--- config.mk ---
export PLATFORM = sky130hd
export DESIGN_NAME = regfile_mp_sb
export DESIGN_NICKNAME = d
export VERILOG_FILES = /design/src/rtl/regfile_pkg.sv /design/src/rtl/regfile_scoreboard.sv /design/src/rtl/regfile_mp_sb.sv
export SDC_FILE = /design/constraint.sdc
export NUM_CORES = 2
export LEC_CHECK = 0
export BUFFER_PORTS_ARGS = -buffer_cell sky130_fd_sc_hd__buf_2
export CORE_ASPECT_RATIO = 0.8
export CORE_MARGIN = 3
export CORE_UTILIZATION = 33
export DETAILED_ROUTE_END_ITERATION = 6
export SLEW_MARGIN = 25
export SYNTH_ARGS = -nofsm -noshare
export SYNTH_HDL_FRONTEND = slang
export SYNTH_SLANG_ARGS = --single-unit
--- constraint.sdc ---
create_clock -name clk -period 3.05 [get_ports clk]
set_input_delay 0.4575 -clock clk [delete_from_list [all_inputs] [get_ports clk]]
set_output_delay 0.4575 -clock clk [all_outputs]
set_load 0.05 [all_outputs]
--- src/rtl/regfile_pkg.sv ---
// Shared definitions for the multi-port register file: default sizes,
// address-width helper and the architectural register address type.
package regfile_pkg;

   localparam int XLEN_DEF  = 32;
   localparam int NREGS_DEF = 32;
   localparam int NRD_DEF   = 2;
   localparam int NWR_DEF   = 2;

   function automatic int calc_aw(input int nregs);
      return (nregs <= 1) ? 1 : $clog2(nregs);
   endfunction

   localparam int AW_DEF = calc_aw(NREGS_DEF);

   typedef logic [AW_DEF-1:0] reg_addr_t;

endpackage

--- src/rtl/regfile_scoreboard.sv ---
// Pending-bit scoreboard: one bit per register, set on issue, cleared by
// writeback, with per-read-port busy lookup.
module regfile_scoreboard
   import regfile_pkg::*;
#(
   parameter int NREGS    = NREGS_DEF,
   parameter int NRD      = NRD_DEF,
   parameter int NWR      = NWR_DEF,
   parameter int ZERO_REG = 1,
   parameter int AW       = calc_aw(NREGS)
) (
   input  logic              clk,
   input  logic              rst,
   input  logic              issue_en,
   input  logic [AW-1:0]     issue_addr,
   input  logic [NWR-1:0]    wr_en,
   input  logic [NWR*AW-1:0] wr_addr,
   input  logic [NRD*AW-1:0] rd_addr,
   input  logic [NRD-1:0]    rd_fwd,
   output logic [NRD-1:0]    rd_busy
);

   logic [NREGS-1:0] pending_q;
   logic [NREGS-1:0] pending_d;

   // Issue is applied after the clears: a fresh producer stays outstanding.
   always_comb begin
      pending_d = pending_q;
      for (int j = 0; j < NWR; j++) begin
         if (wr_en[j]) pending_d[wr_addr[j*AW +: AW]] = 1'b0;
      end
      if (issue_en) pending_d[issue_addr] = 1'b1;
      if (ZERO_REG != 0) pending_d[0] = 1'b0;
   end

   always_ff @(posedge clk) begin
      if (rst) pending_q <= '0;
      else     pending_q <= pending_d;
   end

   always_comb begin
      rd_busy = '0;
      for (int i = 0; i < NRD; i++) begin
         rd_busy[i] = pending_q[rd_addr[i*AW +: AW]] & ~rd_fwd[i];
      end
   end

endmodule

--- src/rtl/regfile_mp_sb.sv ---
// Multi-port register file with write-to-read bypass and an attached
// writeback scoreboard for RAW stall detection in decode.
module regfile_mp_sb
   import regfile_pkg::*;
#(
   parameter int XLEN     = XLEN_DEF,
   parameter int NREGS    = NREGS_DEF,
   parameter int NRD      = NRD_DEF,
   parameter int NWR      = NWR_DEF,
   parameter int ZERO_REG = 1,
   parameter int BYPASS   = 1,
   parameter int AW       = calc_aw(NREGS)
) (
   input  logic                clk,
   input  logic                rst,
   input  logic [NRD*AW-1:0]   rd_addr,
   output logic [NRD*XLEN-1:0] rd_data,
   output logic [NRD-1:0]      rd_busy,
   input  logic [NWR-1:0]      wr_en,
   input  logic [NWR*AW-1:0]   wr_addr,
   input  logic [NWR*XLEN-1:0] wr_data,
   input  logic                issue_en,
   input  logic [AW-1:0]       issue_addr,
   input  logic [AW-1:0]       debug_addr,
   output logic [XLEN-1:0]     debug_data
);

   logic [XLEN-1:0] regs_q [NREGS];
   logic [XLEN-1:0] regs_d [NREGS];
   logic [NRD-1:0]  rd_hit;
   logic [XLEN-1:0] rd_fwd_data [NRD];

   // Ascending port order lets the highest-index writer win on collisions.
   always_comb begin
      regs_d = regs_q;
      for (int j = 0; j < NWR; j++) begin
         if (wr_en[j] && !((ZERO_REG != 0) && (wr_addr[j*AW +: AW] == '0))) begin
            regs_d[wr_addr[j*AW +: AW]] = wr_data[j*XLEN +: XLEN];
         end
      end
   end

   always_ff @(posedge clk) begin
      if (rst) regs_q <= '{default: '0};
      else     regs_q <= regs_d;
   end

   always_comb begin
      rd_data = '0;
      rd_hit  = '0;
      for (int i = 0; i < NRD; i++) begin
         rd_fwd_data[i] = regs_q[rd_addr[i*AW +: AW]];
         for (int j = 0; j < NWR; j++) begin
            if ((BYPASS != 0) && wr_en[j] && (wr_addr[j*AW +: AW] == rd_addr[i*AW +: AW])) begin
               rd_hit[i]      = 1'b1;
               rd_fwd_data[i] = wr_data[j*XLEN +: XLEN];
            end
         end
         if ((ZERO_REG != 0) && (rd_addr[i*AW +: AW] == '0)) begin
            rd_hit[i] = 1'b0;
         end else begin
            rd_data[i*XLEN +: XLEN] = rd_fwd_data[i];
         end
      end
   end

   assign debug_data = regs_q[debug_addr];

   regfile_scoreboard #(
      .NREGS   (NREGS),
      .NRD     (NRD),
      .NWR     (NWR),
      .ZERO_REG(ZERO_REG),
      .AW      (AW)
   ) u_scoreboard (
      .clk       (clk),
      .rst       (rst),
      .issue_en  (issue_en),
      .issue_addr(issue_addr),
      .wr_en     (wr_en),
      .wr_addr   (wr_addr),
      .rd_addr   (rd_addr),
      .rd_fwd    (rd_hit),
      .rd_busy   (rd_busy)
   );

endmodule

==> results.md <==
- The initialized floorplan defines 152 standard-cell rows.
- The area used by sequential logic in the layout is 21500 um2.
- The clock transition at the registers of the reported paths is 70 ps.
- Port buffering added 196 buffers.
- The share of post-route cells with drive strength above 1 is 35.6%.
- The later pin in the worst-skew pair is clocked with a latency of 780 ps.
- For hold timing, the worst endpoint is regs_q[894]$_SDFF_PP0_.
- Setup violations remaining at the end of the flow were counted as 85.
- The hold violation count in the final report was 0.
- The final reports fail on DRC, setup timing.
- The cell sitting at the root of the clock tree is a sky130_fd_sc_hd__clkbuf_16.
- By area the synthesized netlist is led by sky130_fd_sc_hd__mux4_2 29%, sky130_fd_sc_hd__dfxtp_1 29%, sky130_fd_sc_hd__nor2_1 5.6%, sky130_fd_sc_hd__a311oi_1 5.6%, sky130_fd_sc_hd__a211oi_1 5.6%.
- The via count of the first global-routing pass is 70475.
- The number of instances in the placed design is 9879.
- During synthesis, Yosys emitted a total of 0 warnings.
- At the worst endpoint, the required time is 2590 ps.
- The standby leakage power is 30.8 nW.
- Dividing the detail-routed wire length by the instance count gives 40.4 um.
- CTS built an H-tree with a depth of 3.
- The number of synthesized register bits is 1055.
- met2 is the most crowded layer.
- The post-synthesis area per instance is 9.93 um2.
- The count of nets left with antenna violations once routing finished came out at 0.
- After routing, the total negative slack on setup checks comes to -7920 ps.
- Measured in cells, the most critical reg-to-reg path has a length of 2.
- Power spread over the standard cell area amounts to 401 nW/um2.
- TritonCTS created 107 clock buffers.
- Summing all multi-input logic gate instances after layout gives 47800 um2.
- The top-level port count is 197.
- The most common cell in the synthesized netlist is sky130_fd_sc_hd__nor2_1.
- In this run the critical register-to-register path is captured at regs_q[666]$_SDFF_PP0_.
- In the synthesized netlist, the cells that appear most often are 1080 x sky130_fd_sc_hd__nor2_1, 1055 x sky130_fd_sc_hd__dfxtp_1, 943 x sky130_fd_sc_hd__mux4_2.
- The ratio of routed vias to standard cells is 7.49.
- The run finished, with violations left.
- The final layout contains 7357 nets.
- The first TritonRoute pass finished after 7 iterations.
- The final worst setup slack is -242 ps.
- The CTS tree is built.
- The startpoint class of the critical path is a register.
- The tool flagged a number of max-cap violations equal to 0.
- The area growth from synthesis to layout is 23.2%.
- The sum of overflow across all layers after global routing is 0.
- Summing every instance area after synthesis gives 72200 um2.
- For this run, global-route usage on met2 was measured as 45.1%.
- The area share of the leading cell type in the synthesized netlist is 29.4%.
- The initial core utilization is 33.4%.
- The first global-routing pass estimated 559000 um of wire.
- Subtracting the final worst setup slack from the clock period gives 3290 ps.
- The synthesized design spends more area on one cell type than any other, namely sky130_fd_sc_hd__mux4_2.
- On the final layout, the worst clock skew is 0 ps.
- The total routing resource utilization after global routing is 35.0%.
- The tree built by TritonCTS fans out to 1055 sinks.
- The final weighted congestion of routability-driven global placement is 1.01.
- The aggregate routed wire length is 413000 um.
- Summed over all nets, the half-perimeter wirelength after detailed placement is 257000 um.
- The vertical extent of the die is 424 um.
- For this run, the share of the core covered by cells in the final layout is 41.2%.
- The number of nets in the synthesized netlist is 7369.
- For this design, the CTS-stage hold fixing added 0 buffers.
- Sequential cells were found to cover 29.3% of the synthesized design area.
- The fraction of met3 tracks used by global routing is 19.6%.
- The clock passes through at most 3 buffers.
- Counting flops with an async set or reset pin after synthesis yields a share of 0%.
- The sum of internal, switching and leakage power is 35.6 mW.
- The filler cell count in the final layout is 20176.
- The largest net degree at the start of global routing is 171.
- After layout, the worst path uses 108% of the clock period.
- The via count is 76661.
- The reg-to-reg startpoint is regs_q[666]$_SDFF_PP0_.
- The worst setup path is captured at a primary output.
- The startpoint-to-endpoint class of the critical path is reg2out.
- The peak fanout along the critical path is 4.
- Static timing analysis puts the maximum clock frequency at 0.304 GHz.
- IR analysis of the VDD net gives a maximum drop of 0.000368 V.
- The final routed DRC violation total is 6.
- The hold path startpoint is wr_data[62].
- Global routing used 42.8% of the available met1 tracks.
- At the pin with the least slew margin, the transition time is 1070 ps.
- The number of unique standard cell types used by synthesis is 49.
- The area of the die is 224000 um2.
- The classification of the worst-slack hold path is in2reg.
- Excluding fillers, the count of instances in the completed layout stands at 10231.
- Setup repair after global routing could not meet its margin everywhere.
- The DRC marker count from the first detailed-route iteration is 15684.
- The die is 529 um wide.
- The depth of the worst hold-timing path is 3.
- The number of antenna violations at the first check in global routing is 27.
- The number of cells produced by synthesis is 7270.
- The synthesized design contains 0 enable-type register cells.
- The worst max-slew margin expressed relative to the limit is 28.7%.
- In this run the register-to-register setup slack is 2040 ps.
- In the synthesized netlist the dominant register cell turns out to be sky130_fd_sc_hd__dfxtp_1.
- The core region is 216000 um2.
- The final-report max-slew violation count is 0.
- Data arrives at the worst endpoint at 2830 ps.
[state kept, by name, indices dropped and copies added, names as in the netlist]
signal / cells
regs_q: 1024
u_scoreboard.pending_q: 31
[timing repair]
action / 4_1_cts / 5_1_grt
gates cloned: 16 / 19
buffers inserted: 54 / 48
pin swaps: 73 / 73
endpoints found under the setup margin: 98 / 96
gates resized for setup: 477 / 266
[worst max-delay path: stages, from the launching register on]
cell,delay (ps)
sky130_fd_sc_hd__dfxtp_2,340
sky130_fd_sc_hd__mux4_2,470
sky130_fd_sc_hd__mux4_2,520
sky130_fd_sc_hd__nand2b_1,120
sky130_fd_sc_hd__o211ai_1,300
sky130_fd_sc_hd__clkbuf_16,300
[stage by stage]
stage / hold slack, ps / setup WS, ps / instance area (um2)
4_1_cts: 31.9 / -246 / 87400
2_1_floorplan: 465 / -206 / 72300
5_1_grt: 68.9 / -233 / 88900
3_5_place_dp: 485 / -712 / 81100
6_report: 58.7 / -242 / 88900
3_3_place_gp: 475 / -794 / 81100
[final cells by class]
class | instances | share of cell area [%]
Multi-Input combinational cell | 5096 | 53.7
Sequential cell | 1055 | 24.1
Timing Repair Buffer | 993 | 13.8
Tap cell | 2849 | 4.01
Clock buffer | 145 | 3.37
Clock inverter | 55 | 0.875
Antenna cell | 33 | 0.0928
Inverter | 5 | 0.0211
[power breakdown]
part | leakage [nW] | total [mW] | switching, mW | internal [mW]
combinational | 20.3 | 6.36 | 3.91 | 2.46
clock | 1.85 | 14.9 | 6.66 | 8.29
sequential | 8.66 | 14.3 | 0.290 | 14.0
[cells by family after synthesis]
logic type / Yosys count / synth area share [%]
and+or+nand+nor: 2332 / 13.6
buffers and inverters: 1119 / 6.42
AOI/OAI and AO/OA: 1502 / 16.8
DFF: 1055 / 29.3
xor gates and xnor gates: 20 / 0.243
muxes: 1242 / 33.6
[worst max path at each step]
| stage | start | end | cells past startpoint |
|---|---|---|---|
| finish | regs_q[532]$_SDFF_PP0_ | rd_data[52] | 5 |
| global route | rd_addr[0] | rd_data[3] | 10 |
| CTS | regs_q[532]$_SDFF_PP0_ | rd_data[52] | 5 |
| detailed placement | rd_addr[8] | rd_data[63] | 13 |
| global placement | rd_addr[8] | rd_data[63] | 13 |
| floorplan | rd_addr[3] | rd_data[24] | 9 |
[cells in the final DEF, fill, tap and decap left out, drive strengths merged, types with 11 or more instances in the layout]
cell | synthesis | routed
diode | 0 | 33
mux2 | 34 | 34
bufinv | 0 | 16
nand2b | 45 | 45
a22oi | 168 | 168
nor2 | 1084 | 1084
clkinv | 0 | 31
a311oi | 462 | 462
dfxtp | 1055 | 1055
o211ai | 39 | 39
mux2i | 265 | 265
nand2 | 612 | 612
a32oi | 246 | 246
xor2 | 12 | 12
nor2b | 42 | 42
o21ai | 11 | 11
a211oi | 535 | 535
nand4 | 31 | 31
mux4 | 943 | 943
nand3 | 454 | 454
o22a | 14 | 14
buf | 301 | 959
clkbuf | 813 | 176
[metal layers]
metal  part of all wire [%]  wire [um]  vias to the layer above
li1                       -          -                    28453
met5                  0.045        186                        -
met2                     38     157000                     8528
met3                     19      80300                     1911
met1                     33     138000                    37759
met4                    9.0      37100                       10
(Power assumes the default switching activity.)
